File: config.mk
export PLATFORM = sky130hd
export DESIGN_NAME = shift_rotate_unit
export DESIGN_NICKNAME = d
export VERILOG_FILES = /design/src/rtl/shift_rotate_unit.sv
export SDC_FILE = /design/constraint.sdc
export NUM_CORES = 1
export LEC_CHECK = 0
export CELL_PAD_IN_SITES_DETAIL_PLACEMENT = 0
export CELL_PAD_IN_SITES_GLOBAL_PLACEMENT = 1
export CORE_MARGIN = 4
export CORE_UTILIZATION = 38
export DETAILED_ROUTE_END_ITERATION = 6
export PLACE_DENSITY_LB_ADDON = 0.1
export SLEW_MARGIN = 10
export SYNTH_ARGS = -nofsm -noshare
export SYNTH_HDL_FRONTEND = slang
export SYNTH_SLANG_ARGS = --single-unit
File: constraint.sdc
create_clock -name clk -period 3.3 [get_ports clk]
set_clock_uncertainty 0.2 [all_clocks]
set_input_delay 0.33 -clock clk [delete_from_list [all_inputs] [get_ports clk]]
set_output_delay 0.33 -clock clk [all_outputs]
set_load 0.02 [all_outputs]
File: src/rtl/shift_rotate_unit.sv
// Multi-cycle shift/rotate unit.
// Captures an operand, op code and count on an accepted start, then moves the
// working value by up to STEP bit positions per cycle until the effective
// count is used up. The result, the last bit shifted out and an illegal-op
// flag are presented with a one-cycle done pulse and held until the next
// accepted start.
module shift_rotate_unit #(
    parameter int WIDTH = 32,
    parameter int STEP  = 1,
    localparam int AW   = $clog2(WIDTH) + 1
) (
    input  logic             clk,
    input  logic             clr,
    input  logic             start,
    input  logic [2:0]       op,
    input  logic [WIDTH-1:0] data_in,
    input  logic [AW-1:0]    amount,
    output logic             busy,
    output logic             done,
    output logic [WIDTH-1:0] data_out,
    output logic             cout,
    output logic             op_err
);

    localparam logic [2:0] OP_SHL  = 3'b000;
    localparam logic [2:0] OP_SHR  = 3'b001;
    localparam logic [2:0] OP_SHRA = 3'b010;
    localparam logic [2:0] OP_ROL  = 3'b011;
    localparam logic [2:0] OP_ROR  = 3'b100;

    localparam logic [AW-1:0] WIDTH_AW = AW'(WIDTH);
    localparam logic [AW-1:0] STEP_AW  = AW'(STEP);

    typedef enum logic [1:0] {
        S_IDLE = 2'd0,
        S_RUN  = 2'd1,
        S_DONE = 2'd2
    } state_t;

    state_t           r_state;
    state_t           w_state_next;
    logic [2:0]       r_op;
    logic [WIDTH-1:0] r_work;
    logic [AW-1:0]    r_rem;
    logic [WIDTH-1:0] r_data_out;
    logic             r_cout;
    logic             r_op_err;

    logic             w_accept;
    logic             w_op_legal;
    logic [AW-1:0]    w_k;
    logic [AW-1:0]    w_step;
    logic             w_last;
    logic [WIDTH-1:0] w_work_next;
    logic             w_step_cout;
    logic [WIDTH:0]   w_shl_ext;
    logic [WIDTH:0]   w_shr_ext;
    logic [WIDTH:0]   w_sra_ext;
    logic [WIDTH-1:0] w_rol;
    logic [WIDTH-1:0] w_ror;

    // A start is only honoured when no operation is in flight.
    assign w_accept   = start && (r_state != S_RUN);
    assign w_op_legal = (op <= OP_ROR);

    // Effective count: rotates wrap modulo WIDTH, shifts saturate at WIDTH,
    // illegal ops complete immediately with the operand unchanged.
    always_comb begin
        w_k = '0;
        if (w_op_legal) begin
            if (op == OP_ROL || op == OP_ROR) begin
                w_k = {1'b0, amount[AW-2:0]};
            end else if (amount > WIDTH_AW) begin
                w_k = WIDTH_AW;
            end else begin
                w_k = amount;
            end
        end
    end

    // One RUN step: move by min(remaining, STEP); the extra guard bit of the
    // extended shifts catches the last bit leaving the word.
    always_comb begin
        w_step      = (r_rem < STEP_AW) ? r_rem : STEP_AW;
        w_shl_ext   = {1'b0, r_work} << w_step;
        w_shr_ext   = {r_work, 1'b0} >> w_step;
        w_sra_ext   = $signed({r_work, 1'b0}) >>> w_step;
        w_rol       = (r_work << w_step) | (r_work >> (WIDTH_AW - w_step));
        w_ror       = (r_work >> w_step) | (r_work << (WIDTH_AW - w_step));
        w_work_next = r_work;
        w_step_cout = 1'b0;
        case (r_op)
            OP_SHL:  {w_step_cout, w_work_next} = w_shl_ext;
            OP_SHR:  {w_work_next, w_step_cout} = w_shr_ext;
            OP_SHRA: {w_work_next, w_step_cout} = w_sra_ext;
            OP_ROL:  w_work_next = w_rol;
            OP_ROR:  w_work_next = w_ror;
            default: w_work_next = r_work;
        endcase
    end

    assign w_last = (r_rem == w_step);

    // State register; clr drops the unit straight back to IDLE.
    always_ff @(posedge clk or negedge clr) begin
        if (!clr) begin
            r_state <= S_IDLE;
        end else begin
            r_state <= w_state_next;
        end
    end

    // Next-state logic: zero-count requests skip RUN, DONE lasts one cycle.
    always_comb begin
        w_state_next = r_state;
        case (r_state)
            S_IDLE, S_DONE: begin
                if (w_accept) begin
                    w_state_next = (w_k == '0) ? S_DONE : S_RUN;
                end else begin
                    w_state_next = S_IDLE;
                end
            end
            S_RUN: begin
                if (w_last) begin
                    w_state_next = S_DONE;
                end
            end
            default: w_state_next = S_IDLE;
        endcase
    end

    // Operand capture, per-cycle stepping and result registers.
    always_ff @(posedge clk or negedge clr) begin
        if (!clr) begin
            r_op       <= '0;
            r_work     <= '0;
            r_rem      <= '0;
            r_data_out <= '0;
            r_cout     <= 1'b0;
            r_op_err   <= 1'b0;
        end else if (w_accept) begin
            r_op   <= op;
            r_work <= data_in;
            r_rem  <= w_k;
            if (w_k == '0) begin
                r_data_out <= data_in;
                r_cout     <= 1'b0;
                r_op_err   <= ~w_op_legal;
            end
        end else if (r_state == S_RUN) begin
            r_work <= w_work_next;
            r_rem  <= r_rem - w_step;
            if (w_last) begin
                r_data_out <= w_work_next;
                r_cout     <= w_step_cout;
                r_op_err   <= 1'b0;
            end
        end
    end

    assign busy     = (r_state == S_RUN);
    assign done     = (r_state == S_DONE);
    assign data_out = r_data_out;
    assign cout     = r_cout;
    assign op_err   = r_op_err;

endmodule

After elaboration in Yosys (flattened, before gate mapping)
Cells that the tools add are included.
Storage, ports and cells
  flip-flop bits (word level): 77
  bits of input ports: 44
  output and inout port bits: 36
  logic and storage cells: 69
Cells by class
  add/sub/neg operators: 2
  order comparisons: 3
  eq/ne operators: 12
  shift-type cells: 7
  mux-type cells: 26
  bitwise logic cells: 3
  reduce and logical (&&, ||, !) cells: 9
Operators by type and width (number)
  $mux 32: 6
  $pmux 32 s5: 1
  $or 32x32->32: 2
  $shl 32x6->32: 2
  $shr 32x6->32: 2
  $mux 6: 6
  $shl 32x6->33: 1
  $shr 33x6->33: 1
  $sshr 33x6->33: 1
  $eq 3x2->1 const B: 3
  $mux 1: 8
  $eq 3x3->1 const B: 2
  $eq 6x6->1: 1
  $gt 6x6->1 const B: 1
  $logic_not 6->1: 1
  $lt 6x1->1 const B: 1
  $mux 2: 3
  $ne 2x1->1 const B: 3
  $sub 6x6->6: 1
  $sub 6x6->6 const A: 1
  $pmux 2 s2: 1
  $reduce_bool 2->1: 2
  $eq 3x1->1 const B: 1
  $le 3x3->1 const B: 1
  10 further kinds: 10

Logic depth before layout (Yosys ltp)
Gate-level depths: netlist of run 1.
  depth after elaboration: 9
  gate-level depth with buffers: 13
  gate-level depth less buffers: 9

Worst setup path before layout of run 1
Ideal clock, no wire load.
  kind: register -> register
  start point: register r_rem[2]
  end point: register r_data_out[11], in the netlist data_out[11]
  setup time: 0.144 ns
  arrival: 2.871 ns
  required time: 2.956 ns
  slack: 0.085 ns
  cell stages (with the launch flop): 12
  path buffers: 4
  period minus slack after synthesis: 3.215 ns
  cells stage by stage: dfrtp_1 > nor4_4 > nand2_1 > inv_1 > buf_2 > ha_1 > buf_2 > buf_2 > clkbuf_1 > mux4_2 > a222oi_1 > o221ai_1
On the way
  cells in the longest elaborated chain, start to end: 9
  elaborated cells between the ends (all ways): 19
  classes of those cells: 1 x add/sub; 1 x order compare; 1 x eq/ne; 7 x shift; 5 x mux; 2 x bitwise; 2 x reduce/logical
RTL lines
  start: declaration: RTL line 44  | logic [AW-1:0] r_rem;
  start signal: assignment: RTL line 145  | r_rem <= w_k;
  start signal: assignment: RTL line 153  | r_rem <= r_rem - w_step;
  $lt 6x1->1: RTL line 84  | w_step = (r_rem < STEP_AW) ? r_rem : STEP_AW;
  $mux 6: RTL line 84
  $sub 6x6->6: RTL line 88, 89
  $shl 32x6->32 or $shr 32x6->32 (tied branches): RTL line 89, 88
  $or 32x32->32, on equally long branches: RTL line 89, 88
  $pmux 32 s5: RTL line 92  | case (r_op)
  $mux 32: RTL line 154  | if (w_last) begin
  $mux 32: RTL line 151  | end else if (r_state == S_RUN) begin
  $mux 32: RTL line 142  | end else if (w_accept) begin
  end signal: assignment: RTL line 147  | r_data_out <= data_in;
  end signal: assignment: RTL line 155  | r_data_out <= w_work_next;
  end: declaration: RTL line 45  | logic [WIDTH-1:0] r_data_out;
Parallel ways exist; a longest one is shown, timed or not. The select of a mux whose other input is x is not followed.
A chain may end at the register's enable or synchronous reset.

Worst setup path in the final report of run 1
  start point: register r_rem[2]
  end point: register r_data_out[14], in the netlist data_out[14]
Same word-level chain as after synthesis.

==> results_dict.tcl, run 1 <==
set metrics [dict create \
    path_cells "nor4_4 > nand2_1 > inv_1 > ha_1 > nor4bb_1 > o21ai_1 > o22ai_1 > nor4_2 > o31ai_1" \
    dpl.hpwl_um 18850 \
    drtIter0Drc 695 \
    place_ws_ns 0.3567 \
    hold_ws_ns 0.2739 \
    synth_common_cells "dfrtp_1, nand2_1, nor2_1" \
    fin_area_um2 7241 \
    fin_crit_ns 2.966 \
    io-pin-count 80 \
    setup_slack_ns 0.3335 \
    yosysTopAreaCell "dfrtp_1" \
    yosysMostFrequentCell "dfrtp_1" \
    grt_usage_pct 30.34 \
    htree_num_levels 3 \
    worstMarginPinSlew_ns 1.043 \
    p_per_area_nw_per_um2 1242 \
    end_kind "register" \
    maxCapViolCount 0 \
    ant_nets 0 \
    cts_root_buffer "clkbuf_16" \
    critPathLaunchType "register" \
    fmax_mhz 337.1 \
    die_h_um 131.6 \
    wirelength_um 26380 \
    vias 6534 \
    numCtsBuffers 9 \
    worstPathBufferInverterCount 1 \
    synth_seq_cells 77 \
    rsz0062_at_grt "false" \
    critPathArrivalTime_ns 3.03 \
    combPwrFrac_pct 63.0 \
    maxSlewViolCount 0 \
    synthArstFlopShare_pct 100.0 \
    syn-num-nets 764 \
    clkTransAtPathRegs_ns 0.07 \
    final_layout_size_suffix_gt1_share_pct 11.93 \
    leakage_nw 2.883 \
    setup_viol 0 \
    slowest_stage "dfrtp_1" \
    clk_latency_ns 0.36 \
    nNetsFinal 830 \
    peakVddDrop_v 0.0005570 \
    syn_avg_cell_area_um2 8.102 \
    wire_per_inst_um 27.14 \
    cts_tree "yes" \
    num_rows 44 \
    netlist_area_um2 5809 \
    p_int_mw 4.270 \
    gp_congestion 1.038 \
    grt_max_degree 78 \
    grt_pass1_vias 6465 \
    area_delta_synth_final_pct 24.64 \
    drc_errors 0 \
    synth_top_area_share_pct 33.17 \
    antenna_cells 0 \
    postLayoutCoreUtil_pct 49.08 \
    synth_cells 717 \
    p_sw_share_pct 52.53 \
    cp_max_fo 7 \
    pwr-share-clk_pct 11.0 \
    cts_resized 0 \
    ys_seq_area_share_pct 33.17 \
    critical_path_required_ns 3.37 \
    fin_tns_setup_ns 0 \
    synth-edff-count 0 \
    cts_max_path_buffers 2 \
    cp_top_family "compound AO/OA/AOI/OAI gates" \
    p_seq_share_pct 26.0 \
    critPathKind "reg -> reg" \
    firstDrtPassIters 5 \
    portBuffers 79 \
    die_x_um 131.6 \
    hold_viol 0 \
    start_util_pct 39.37 \
    holdCritPathClass "reg -> reg" \
    die_area_um2 17330 \
    overflow 0 \
    via_per_inst 6.722 \
    clock_sinks 77 \
    synth.top_cells.by_area "dfrtp_1, mux2i_1, nand2_1" \
    timing.final.crit_share_pct 89.89 \
    outcome "finished, final reports clean" \
    relSlewSlack_pct 30.47 \
    switching_power_mw 4.724 \
    place_area_um2 6947 \
    antenna_found_initial 0 \
    critPathMaxStageDelay_ns 0.44 \
    synth_ff_type "dfrtp_1" \
    core_area_um2 14750 \
    netlist-cell-type-count 74 \
    grt_first_pass_wirelength_um 40790 \
    yosys_warnings 0 \
]
==> cell families (layout without fill, tap and decap cells) <==
family | count (synthesis) | after routing | share of synthesized area [%]
compound gates | 276 | 276 | 32.22
simple gates | 220 | 220 | 18.29
buf+inv | 93 | 164 | 6.461
flops | 77 | 77 | 33.17
mux | 45 | 45 | 8.594
fa+ha+maj | 3 | 3 | 0.6462
xor+xnor | 2 | 2 | 0.5601
other cells | 1 | 1 | 0.06455
==> worst paths after layout <==
kind | slack [ns] | endpoint | cells past startpoint | startpoint
worst max-delay path | 0.33 | data_out[14] | 9 | r_rem[2]
worst min-delay path | 0.27 | data_out[23] | 2 | data_out[23]
worst max register to register | 0.33 | data_out[14] | 9 | r_rem[2]
worst min register to register | 0.27 | data_out[23] | 2 | data_out[23]
max in group asynchronous | 1.72 | r_work[2] | 2 | clr
min in group asynchronous | 0.48 | data_out[22] | 2 | clr
==> through the flow <==
stage	instances	power (mW)
global route	972	9.515
detailed placement	955	7.883
floorplan	717	5.489
global placement	955	7.856
finish	972	8.994
CTS	972	8.884
==> power by group through the flow <==
stage          Clock (mW)  Combinational [mW]  Sequential (mW)
2_1_floorplan           0                3.54             1.95
3_3_place_gp            0                5.54             2.31
3_5_place_dp            0                5.57             2.31
4_1_cts             0.994                5.59             2.30
5_1_grt              1.04                6.08             2.39
6_report            0.988                5.67             2.34
==> per-layer routing <==
| metal | GRT usage, % | up-vias | routed length, um |
|---|---|---|---|
| met1 | 42.35 | 3262 | 11500 |
| met5 | 0 | - | 0 |
| met2 | 45.36 | 347 | 11860 |
| met4 | 14.12 | 0 | 977 |
| li1 | - | 2864 | - |
| met3 | 5.849 | 61 | 2039 |
==> layout by cell type (no fill, tap or decap), types with 10 or more instances in the layout <==
cell type / instances
a31oi_1: 17
a21oi_1: 47
clkdlybuf4s50_1: 78
o21ai_0: 48
nor2_1: 56
nand2_1: 72
buf_4: 50
nor3_1: 13
o22ai_1: 33
inv_1: 15
a211oi_1: 15
dfrtp_1: 77
nand3_1: 29
a22oi_1: 10
mux2i_1: 33
==> flip-flops by register name, summed over array words and instances, names as in the netlist <==
register  cells
r_op          3
data_out     32
r_state       2
op_err        1
cout          1
r_work       32
r_rem         6
==> worst min-delay path, delay by kind of cell, from the launching register on <==
family	cells	cell delay, ns
flip-flops	1	0.34
AND/OR/NAND/NOR	1	0.05
AO/OA/AOI/OAI	1	0.05
==> final cells by class <==
cell class	count	area [um^2]
Clock inverter	6	45.04
Timing Repair Buffer	132	1226
Sequential cell	77	1927
Multi-Input combinational cell	547	3513
Tap cell	184	230.2
Fill cell	1503	7513
Clock buffer	10	239.0
Inverter	16	60.06
==> repair_timing <==
item                                    in CTS  in global routing
endpoints found under the setup margin       0                  0
endpoints found under the hold margin        3                  0
buffers inserted                             0                  0
hold buffers                                 1                  0
Power figures use the tool's default switching activity.
==> run 2: changes to the inputs <==
CORE_ASPECT_RATIO = 1.2   (was default)
CTS_CLUSTER_SIZE = 16   (was default)
==> run 2 against run 1 <==
  * Cell area decreased by 0.36%
  * Die area is essentially flat
  * Clock-buffer cell count did not move
  * Sequential share of layout area rose by 0.097 points
  * Hold slack improved by 0.0049 ns
  * Non-clock buffer count shrank 8
  * Global-route usage up 1.0 points
==> results_dict.tcl, run 2 (synthesized netlist as in run 1, its figures left out) <==
set metrics [dict create \
    outcome "finished, final reports clean" \
    htree_num_levels 3 \
    worstMarginPinSlew_ns 1.032 \
    hold_viol 0 \
    vias 6542 \
    dpl.hpwl_um 18940 \
    nNetsFinal 822 \
    setup_slack_ns 0.2803 \
    drtIter0Drc 681 \
    peakVddDrop_v 0.0007421 \
    die_area_um2 17340 \
    post_cts_buffers 0 \
    start_util_pct 38.68 \
    critPathArrivalTime_ns 3.07 \
    holdCritPathClass "reg -> reg" \
    grt_pass1_vias 6367 \
    io-pin-count 80 \
    wire_per_inst_um 27.31 \
    final_common_cell "clkdlybuf4s50_1" \
    critPathKind "reg -> reg" \
    fin_tns_setup_ns 0 \
    gp_congestion 1.017 \
    finalPower_mw 8.948 \
    stdcell_count 984 \
    fin_crit_ns 3.020 \
    final_layout_size_suffix_gt1_share_pct 10.90 \
    ant_nets 0 \
    ctsHoldBuffers 1 \
    cts_tree "yes" \
    portBuffers 79 \
    cts_resized 0 \
    grt_first_pass_wirelength_um 40570 \
    place_ws_ns 0.3456 \
    place_area_um2 6912 \
    area_delta_synth_final_pct 24.19 \
    critPathLaunchType "register" \
    p_per_area_nw_per_um2 1240 \
    critical_path_required_ns 3.35 \
    dp_cells 967 \
    numCtsBuffers 9 \
    maxCapViolCount 0 \
    overflow 0 \
    leakage_nw 2.850 \
    setup_viol 0 \
    relSlewSlack_pct 31.18 \
    fin_area_um2 7214 \
    drc_errors 0 \
    end_kind "register" \
    clock_sinks 77 \
    antenna_cells 0 \
    met1Wirelength_um 11200 \
    wl_met2_um 12570 \
    met3WireLength_um 1970 \
    maxSlewViolCount 0 \
    die_h_um 143.4 \
    cts_root_buffer "clkbuf_16" \
    wirelength_um 26870 \
    antenna_found_initial 0 \
    clkTransAtPathRegs_ns 0.06 \
    postLayoutCoreUtil_pct 48.03 \
    die_x_um 120.9 \
    firstDrtPassIters 6 \
    clk_latency_ns 0.36 \
    grt_usage_pct 31.35 \
    timing.final.crit_share_pct 91.51 \
    rsz0062_at_grt "false" \
    fmax_mhz 331.2 \
    num_rows 49 \
    final_cell_mix "clkdlybuf4s50_1, dfrtp_1, nand2_1, nor2_1, o21ai_0" \
    core_area_um2 15020 \
    highest_layer "met4" \
    cts_max_path_buffers 2 \
    via_per_inst 6.648 \
    cp_max_fo 9 \
    hold_ws_ns 0.2788 \
    grt_max_degree 78 \
]
-- run 2: changes by cell type in the layout (fill, tap and decap cells not counted), sizes merged --
| cell | before | now |
|---|---|---|
| inv | 17 | 15 |
| clkinv | 2 | 4 |
| bufinv | 0 | 1 |
| clkinvlp | 3 | 2 |
| buf | 53 | 45 |
-- run 2: worst max-delay path, stage by stage (launching register included) --
cell and delay (ns):
dfrtp_1 0.44, nor4_4 0.30, nand2_1 0.10, inv_1 0.08, ha_1 0.38, nand4b_1 0.26, a21o_1 0.41, o221ai_1 0.28
o22ai_1 0.16, o311ai_1 0.30
-- run 2: path summary, 6_finish.rpt --
path | from | end | slack, ns | depth (start not counted)
worst max-delay path | r_rem[2] | data_out[16] | 0.28 | 9
worst min-delay path | data_out[23] | data_out[23] | 0.28 | 2
worst max register to register | r_rem[2] | data_out[16] | 0.28 | 9
worst min register to register | data_out[23] | data_out[23] | 0.28 | 2
max in group asynchronous | clr | r_work[27] | 1.73 | 2
min in group asynchronous | clr | data_out[22] | 0.49 | 2
-- run 2: per-layer routing --
metal	vias to the layer above	GRT usage (%)
met5	-	0
met4	0	15.45
met3	70	5.512
met2	338	49.88
met1	3285	41.22
li1	2849	-
-- run 2: power by group --
part | total (mW) | switching (mW) | internal (mW)
logic | 5.58 | 3.32 | 2.25
registers | 2.34 | 0.934 | 1.41
clock network | 1.03 | 0.445 | 0.585
-- run 2: cell type report --
| type | count | area (um^2) |
|---|---|---|
| clock inverter | 6 | 63.81 |
| sequential | 77 | 1927 |
| multi-input combinational | 547 | 3513 |
| timing repair buffer | 124 | 1166 |
| tap | 204 | 255.2 |
| fill | 1501 | 7806 |
| clock buffer | 10 | 229.0 |
| inverter | 16 | 60.06 |
